[config.mk]
export PLATFORM = sky130hd
export DESIGN_NAME = pipe_stage_reg
export DESIGN_NICKNAME = d
export VERILOG_FILES = /design/src/rtl/pipe_stage_reg.sv
export SDC_FILE = /design/constraint.sdc
export NUM_CORES = 1
export LEC_CHECK = 0
export CORE_AREA = 5 5 55 52
export CTS_CLUSTER_SIZE = 20
export DETAILED_ROUTE_END_ITERATION = 10
export DIE_AREA = 0 0 60 57
export PLACE_DENSITY = 0.74
export SYNTH_ARGS = -nofsm -noshare
export SYNTH_HDL_FRONTEND = slang
export SYNTH_SLANG_ARGS = --single-unit
[constraint.sdc]
create_clock -name clk -period 2.2 [get_ports clk]
set_clock_uncertainty 0.05 [all_clocks]
set_input_delay 0.55 -clock clk [delete_from_list [all_inputs] [get_ports clk]]
set_output_delay 0.55 -clock clk [all_outputs]
set_load 0.05 [all_outputs]
[src/rtl/pipe_stage_reg.sv]
// Two-entry skid-buffered pipeline register. Handshake outputs are decoded
// from registered state only, so neither valid nor ready has a combinational path through the stage.
module pipe_stage_reg #(
  parameter int                 WIDTH       = 8,
  parameter logic [WIDTH-1:0]   RESET_VALUE = '0
) (
  input  logic             clk,
  input  logic             rst,
  input  logic             flush,
  input  logic             in_valid,
  input  logic [WIDTH-1:0] in_data,
  output logic             in_ready,
  output logic             out_valid,
  output logic [WIDTH-1:0] out_data,
  input  logic             out_ready,
  output logic [1:0]       occupancy
);

  typedef enum logic [1:0] {
    EMPTY = 2'd0,
    FULL  = 2'd1,
    SKID  = 2'd2
  } state_t;

  state_t           state_reg;
  state_t           state_next;
  logic [WIDTH-1:0] main_reg;
  logic [WIDTH-1:0] skid_reg;
  logic             push;
  logic             pop;

  assign push     = in_valid && in_ready;
  assign pop      = out_valid && out_ready;
  assign out_data = main_reg;

  always_ff @(posedge clk or posedge rst) begin
    if (rst) begin
      state_reg <= EMPTY;
    end else begin
      state_reg <= state_next;
    end
  end

  always_comb begin
    state_next = state_reg;
    if (flush) begin
      state_next = EMPTY;
    end else begin
      case (state_reg)
        EMPTY: if (push) state_next = FULL;
        FULL: begin
          if (push && !pop)      state_next = SKID;
          else if (!push && pop) state_next = EMPTY;
        end
        SKID:    if (pop) state_next = FULL;
        default: state_next = EMPTY;
      endcase
    end
  end

  always_comb begin
    out_valid = 1'b0;
    in_ready  = 1'b1;
    occupancy = 2'd0;
    case (state_reg)
      FULL: begin
        out_valid = 1'b1;
        occupancy = 2'd1;
      end
      SKID: begin
        out_valid = 1'b1;
        in_ready  = 1'b0;
        occupancy = 2'd2;
      end
      default: ;
    endcase
  end

  // A flush leaves both data registers untouched so out_data keeps its last value.
  always_ff @(posedge clk or posedge rst) begin
    if (rst) begin
      main_reg <= RESET_VALUE;
      skid_reg <= RESET_VALUE;
    end else if (!flush) begin
      case (state_reg)
        EMPTY: if (push) main_reg <= in_data;
        FULL: begin
          if (push && pop) main_reg <= in_data;
          else if (push)   skid_reg <= in_data;
        end
        SKID:    if (pop) main_reg <= skid_reg;
        default: ;
      endcase
    end
  end

endmodule

==> reports/qor.yml, run 1 <==
status: "completed"
grt_max_degree: 19
grt_pass1_vias: 740
ys_warn_count: 0
async_flop_share: 1.00
tritoncts: "yes"
die_height_um: 57
yosys_most_used_dff: "dfrtp_1"
setup_tns_ns: 0
power_density_nw_per_um2: 1460
via_count: 665
post-synth-top-area-cell: "dfrtp_1"
finalNetCount: 121
max_cap_viol_count: 0
cp_max_fo: 7
hpwl_mm: 1.43
peakVddDrop_uv: 986
gp_congestion: 0.793
synth_enable_flop_cells: 0
instances_no_fill: 130
grt_antenna_before_repair: 0
routedWlPerCell_um: 14.3
globalRouteTotalUtil: 0.121
cts_buffers: 3
syn_area_um2: 983
dieArea_um2: 3420
slew_headroom: 0.559
fin_crit_ns: 2.09
drt-vias-per-instance: 5.12
finalCritPeriodShare: 0.952
ys_seq_area_frac: 0.458
cts_sinks: 18
rsz0062_at_grt: "false"
clk_latency_ns: 0.29
pin_count: 25
wl_mm: 1.85
grt-ovfl-total: 0
n_antenna_cell: 0
worst_slew_pin_slew_ns: 0.661
slew_viol_final: 0
clock_path_buffers: 2
ys_types: 20
ant_nets: 0
avgSynthCellArea_um2: 13.7
p_leak_nw: 0.594
yosysMostFrequentCell: "dfrtp_1"
first_iter_violations: 6
dpl.cell_count: 126
root_buffer: "clkbuf_4"
design.core.area_um2: 2300
rows: 17
startpoint_type: "flip-flop"
fmax_mhz: 478
syn_to_final_growth_pct: 38.7
drcViolationCount: 0
yosys-top-cells-area: "dfrtp_1 46%, mux2_2 18%, mux2_4 12%, ha_1 6.4%, inv_1 2.3%"
setup_viol: 0
drive_above_1_share: 0.402
synthCells: 72
yosys-top-cells-count: "18 x dfrtp_1, 16 x mux2_2, 8 x mux2_4"
die_w_um: 60
finalHoldViolations: 0
postCtsHoldBufs: 0
endpoint_kind: "output pin"
drtPass1Iterations: 2
worstHoldPathType: "flip-flop to flip-flop"
grt_pass1_wl_mm: 3.19
initial_utilization: 0.428
htree_levels: 1
synth_nets: 90
clk_pin_slew_ns: 0.10
io_buffers: 24
synth.top_cell.area_share: 0.458
critPathRequiredTime_ns: 1.60
crit_type: "flip-flop to output pin"
ys_ff_latch: 18
cts_setup_buffers: 0
arrival_ns: 1.49
[final timing paths]
kind / start / to / slack (ns) / cells after the start
max: state_reg[0] / occupancy[1] / 0.11 / 4
max reg2reg: state_reg[1] / state_reg[0] / 0.16 / 6
min reg2reg: skid_reg[6] / skid_reg[6] / 0.46 / 1
max in group asynchronous: rst / skid_reg[6] / 1.08 / 2
min: skid_reg[6] / skid_reg[6] / 0.46 / 1
min in group asynchronous: rst / out_data[2] / 0.59 / 2
[routing by layer]
layer / global-route usage / vias up / routed length (µm)
met5: 0 / - / 0
met4: 0.0475 / 0 / 9
met3: 0.0204 / 2 / 107
met2: 0.201 / 19 / 876
met1: 0.153 / 334 / 859
li1: - / 310 / -
[logic make-up after synthesis]
family / after synthesis / synth area share
and+or+nand+nor: 9 / 0.0445
xor gates and xnor gates: 1 / 0.00891
buffers and inverters: 8 / 0.0420
adders and majority gates: 5 / 0.0636
muxes: 26 / 0.327
AOI/OAI and AO/OA: 5 / 0.0560
DFF: 18 / 0.458
[what timing repair did]
| item | CTS | global route |
|---|---|---|
| setup endpoints to repair | 1 | 0 |
| gates resized for setup | 1 | 0 |
| hold endpoints to repair | 0 | 0 |
[power by group]
| group | total, W | switching [W] | internal [W] |
|---|---|---|---|
| Sequential | 0.000577 | 0.0000850 | 0.000492 |
| Combinational | 0.00122 | 0.000639 | 0.000577 |
| Clock | 0.000201 | 0.000100 | 0.000101 |
[cells in the final DEF, fill, tap and decap left out]
master	Yosys	final
ha_2	0	2
nand4_1	1	1
o2111ai_2	1	1
mux2_2	16	16
xor2_1	1	1
o2111a_1	1	1
buf_12	0	5
dfrtp_1	18	18
buf_4	1	3
a221oi_2	1	1
nand2b_1	1	1
mux2_4	8	8
inv_1	6	6
nor2b_2	1	1
o22ai_1	1	1
clkdlybuf4s50_1	0	20
o21a_1	1	1
nand2_1	2	2
mux2i_1	1	1
clkbuf_4	0	3
nor2_1	4	4
ha_1	5	3
mux2_1	1	1
clkbuf_8	0	1
[metrics by stage]
stage               hold WS [ns]  total power, W  setup slack [ns]  area, µm²   util
CTS                        0.466         0.00201            0.0830       1360  0.594
global route               0.479         0.00210           0.00555       1360  0.594
floorplan                  0.424         0.00140             0.113        986      -
global placement           0.430         0.00178            0.0549       1330  0.577
detailed placement         0.442         0.00181           0.00767       1330  0.577
finish                     0.460         0.00199             0.107       1360  0.594
[worst max-delay path: stages (launching register included)]
cell	delay [ns]
dfrtp_1	0.42
inv_1	0.14
ha_2	0.30
buf_4	0.20
buf_12	0.14
[final cells by class]
cell class	instances	area, µm²
clock buffer	4	36.3
fill	183	933
inverter	6	22.5
multi-input combinational	46	497
sequential	18	450
tap	28	35.0
timing repair buffer	28	323
No activity file was read; power rests on OpenSTA's default activity.
==> run 2, diff against run 1 <==
CORE_AREA = 2 2 52 49   (was 5 5 55 52)
DIE_AREA = 0 0 54 51   (was 0 0 60 57)
==> reports/qor.yml, run 2 (synthesis results as in run 1) <==
finalCritPeriodShare: 0.947
slew_viol_final: 0
design.core.area_um2: 2300
first_iter_violations: 1
postCtsHoldBufs: 0
die_w_um: 54
wl_mm: 1.78
rows: 17
clk_latency_ns: 0.29
gp_congestion: 0.707
hpwl_mm: 1.41
grt_pass1_wl_mm: 3.11
dieArea_um2: 2750
root_buffer: "clkbuf_4"
cts_buffers: 3
routedWlPerCell_um: 13.4
cts_sinks: 18
io_buffers: 24
clk_pin_slew_ns: 0.10
setup_ws_ns: 0.116
grt_pass1_vias: 764
peakVddDrop_uv: 891
rsz0062_at_grt: "false"
syn_to_final_growth_pct: 38.8
tritoncts: "yes"
globalRouteTotalUtil: 0.154
final_cell_mix: "20 x clkdlybuf4s50_1, 18 x dfrtp_1, 16 x mux2_2, 8 x mux2_4, 8 x buf_4"
max_cap_viol_count: 0
grt-ovfl-total: 0
status: "completed"
fin_crit_ns: 2.08
via_count: 675
grt_antenna_before_repair: 0
startpoint_type: "flip-flop"
worst_slew_pin_slew_ns: 0.496
cp_max_fo: 5
cts_resized: 0
place_ws_ns: 0.0260
htree_levels: 1
drive_above_1_share: 0.410
clock_path_buffers: 2
critPathRequiredTime_ns: 1.60
whs_ns: 0.461
p_leak_nw: 0.605
cts_setup_buffers: 0
finalHoldViolations: 0
setup_viol: 0
initial_utilization: 0.428
fmax_mhz: 480
ant_nets: 0
pin_count: 25
power_density_nw_per_um2: 1430
arrival_ns: 1.48
drt-vias-per-instance: 5.08
n_antenna_cell: 0
crit_type: "flip-flop to output pin"
drtPass1Iterations: 4
setup_tns_ns: 0
slew_headroom: 0.668
drcViolationCount: 0
die_height_um: 51
worstHoldPathType: "flip-flop to flip-flop"
grt_max_degree: 19
final_common_cell: "clkdlybuf4s50_1"
finalNetCount: 125
endpoint_kind: "output pin"
## run 2: cell count changes in the layout (fill, tap and decap cells not counted), sizes merged
cell / previous run / this run
buf: 8 / 12
clkbuf: 4 / 3
## run 2: power by group
group | internal [W] | switching (W) | leakage [nW] | total (W)
registers | 0.000493 | 0.0000862 | 0.217 | 0.000579
logic | 0.000575 | 0.000631 | 0.374 | 0.00121
clock network | 0.0000638 | 0.0000983 | 0.0138 | 0.000162
total | 0.00113 | 0.000815 | 0.605 | 0.00195
## run 2: final timing paths
path                               from      endpoint  slack [ns]  cells after the start
max                        state_reg[0]  occupancy[1]        0.12                      4
min                         skid_reg[7]   skid_reg[7]        0.46                      1
max reg2reg                state_reg[1]  state_reg[0]        0.19                      6
max in group asynchronous           rst   out_data[6]        1.40                      3
min in group asynchronous           rst   out_data[7]        0.51                      3
min reg2reg                 skid_reg[7]   skid_reg[7]        0.46                      1
## run 2: per-layer routing
metal  vias up  global-route usage  routed length, µm
li1        319                   -                  -
met1       333               0.175                756
met2        20               0.272                902
met3         3              0.0526                105
met4         0              0.0375                 14
met5         -                   0                  0
## run 2: stage by stage
| step | area, µm² | util | power (W) | std cells |
|---|---|---|---|---|
| 6_report | 1370 | 0.594 | 0.00195 | 133 |
| 5_1_grt | 1370 | 0.594 | 0.00205 | 133 |
| 4_1_cts | 1370 | 0.594 | 0.00197 | 133 |
| 3_5_place_dp | 1340 | 0.584 | 0.00180 | 130 |
| 3_3_place_gp | 1340 | 0.584 | 0.00178 | 130 |
| 2_1_floorplan | 986 | - | 0.00140 | 72 |
## run 2: cell type report
| type | count | area [µm²] |
|---|---|---|
| Tap cell | 28 | 35.0 |
| Multi-Input combinational cell | 46 | 494 |
| Inverter | 6 | 22.5 |
| Fill cell | 197 | 932 |
| Sequential cell | 18 | 450 |
| Timing Repair Buffer | 32 | 340 |
| Clock buffer | 3 | 22.5 |
## run 2: critical path, stage by stage, from the launching register on
cell     delay [ns]
dfrtp_1        0.42
inv_1          0.13
ha_1           0.29
buf_4          0.20
buf_12         0.14
==> run 3, diff against run 2 <==
CORE_AREA = 2 2 62 64   (was 2 2 52 49)
DIE_AREA = 0 0 64 66   (was 0 0 54 51)
PLACE_DENSITY = 0.5   (was 0.74)
==> reports/qor.yml, run 3 (synthesis results as in run 1) <==
status: "completed"
cts_buffers: 3
setup_tns_ns: 0
wl_mm: 1.90
critPathRequiredTime_ns: 1.60
max_cap_viol_count: 0
setup_viol: 0
design.core.area_um2: 3550
drt-vias-per-instance: 4.30
ant_nets: 0
worstHoldPathType: "flip-flop to flip-flop"
worst_slew_pin_slew_ns: 0.513
final_cell_area_um2: 1400
grt_max_degree: 19
cp_max_fo: 9
rows: 22
drtPass1Iterations: 3
p_leak_nw: 0.601
finalHoldViolations: 0
endpoint_kind: "output pin"
drive_above_1_share: 0.398
postCtsHoldBufs: 0
slew_headroom: 0.657
htree_levels: 1
globalRouteTotalUtil: 0.0986
root_buffer: "clkbuf_4"
grt_antenna_before_repair: 0
fillerInstances: 344
cts_sinks: 18
die_w_um: 64
syn_to_final_growth_pct: 42.1
dieArea_um2: 4220
io_buffers: 24
die_height_um: 66
rsz0062_at_grt: "false"
startpoint_type: "flip-flop"
fin_crit_ns: 2.09
finalCritPeriodShare: 0.951
final_cell_mix: "20 x clkdlybuf4s50_1, 18 x dfrtp_1, 16 x mux2_2, 8 x mux2_4, 6 x inv_1"
grt_pass1_vias: 755
arrival_ns: 1.49
gp_congestion: 0.696
grt_pass1_wl_mm: 3.26
clock_path_buffers: 2
via_count: 650
finalNetCount: 122
dpl_cell_area_um2: 1360
grt-ovfl-total: 0
initial_utilization: 0.277
hpwl_mm: 1.38
clk_latency_ns: 0.28
slew_viol_final: 0
final_common_cell: "clkdlybuf4s50_1"
peakVddDrop_uv: 496
drcViolationCount: 0
fmax_mhz: 478
routedWlPerCell_um: 12.6
pin_count: 25
clk_pin_slew_ns: 0.10
first_iter_violations: 23
power_density_nw_per_um2: 1430
n_antenna_cell: 0
tritoncts: "yes"
crit_type: "flip-flop to output pin"
run 3: area by class of cell:
type	count	area, µm²	area share
Clock buffer	4	36.3	0.0260
Inverter	6	22.5	0.0161
Multi-Input combinational cell	46	494	0.354
Sequential cell	18	450	0.322
Tap cell	48	60.1	0.0430
Timing Repair Buffer	29	334	0.239
run 3: timing repair:
item | 4_1_cts | 5_1_grt
setup buffers | 0 | 0
gates resized for setup | 0 | 1
setup endpoints to repair | 0 | 1
run 3: worst paths after layout:
check	endpoint	slack, ns	depth (start not counted)	startpoint
worst max-delay path	occupancy[1]	0.11	4	state_reg[0]
worst min-delay path	skid_reg[7]	0.46	1	skid_reg[7]
worst max register to register	state_reg[0]	0.20	6	state_reg[0]
worst min register to register	skid_reg[7]	0.46	1	skid_reg[7]
max in group asynchronous	state_reg[0]	1.39	3	rst
min in group asynchronous	out_data[3]	0.52	3	rst
run 3: report_power, final:
| part | leakage (nW) | internal [W] | switching [W] |
|---|---|---|---|
| combinational | 0.363 | 0.000588 | 0.000639 |
| sequential | 0.217 | 0.000493 | 0.0000865 |
| clock | 0.0210 | 0.000101 | 0.0000977 |
| total | 0.601 | 0.00118 | 0.000823 |
run 3: per-layer routing:
| layer | vias up | routed length [µm] | global-route usage |
|---|---|---|---|
| met3 | 0 | 117 | 0.0324 |
| met4 | 0 | 0 | 0.0245 |
| li1 | 312 | - | - |
| met5 | - | 0 | 0 |
| met1 | 324 | 802 | 0.101 |
| met2 | 14 | 976 | 0.191 |
run 3: metrics by stage:
stage | instances | total power, W | util | hold WS [ns] | setup WS (ns)
after detailed placement | 147 | 0.00182 | 0.382 | 0.443 | 0.0342
after global placement | 147 | 0.00181 | 0.382 | 0.431 | 0.0849
after global routing | 151 | 0.00213 | 0.394 | 0.493 | 0.0123
final | 151 | 0.00200 | 0.394 | 0.461 | 0.107
after floorplan | 72 | 0.00140 | - | 0.424 | 0.113
after CTS | 151 | 0.00203 | 0.393 | 0.467 | 0.0692
run 3: worst max-delay path, cell delays in order (launching register included):
cell	delay (ns)
dfrtp_1	0.43
inv_1	0.14
ha_1	0.29
buf_6	0.20
buf_12	0.15
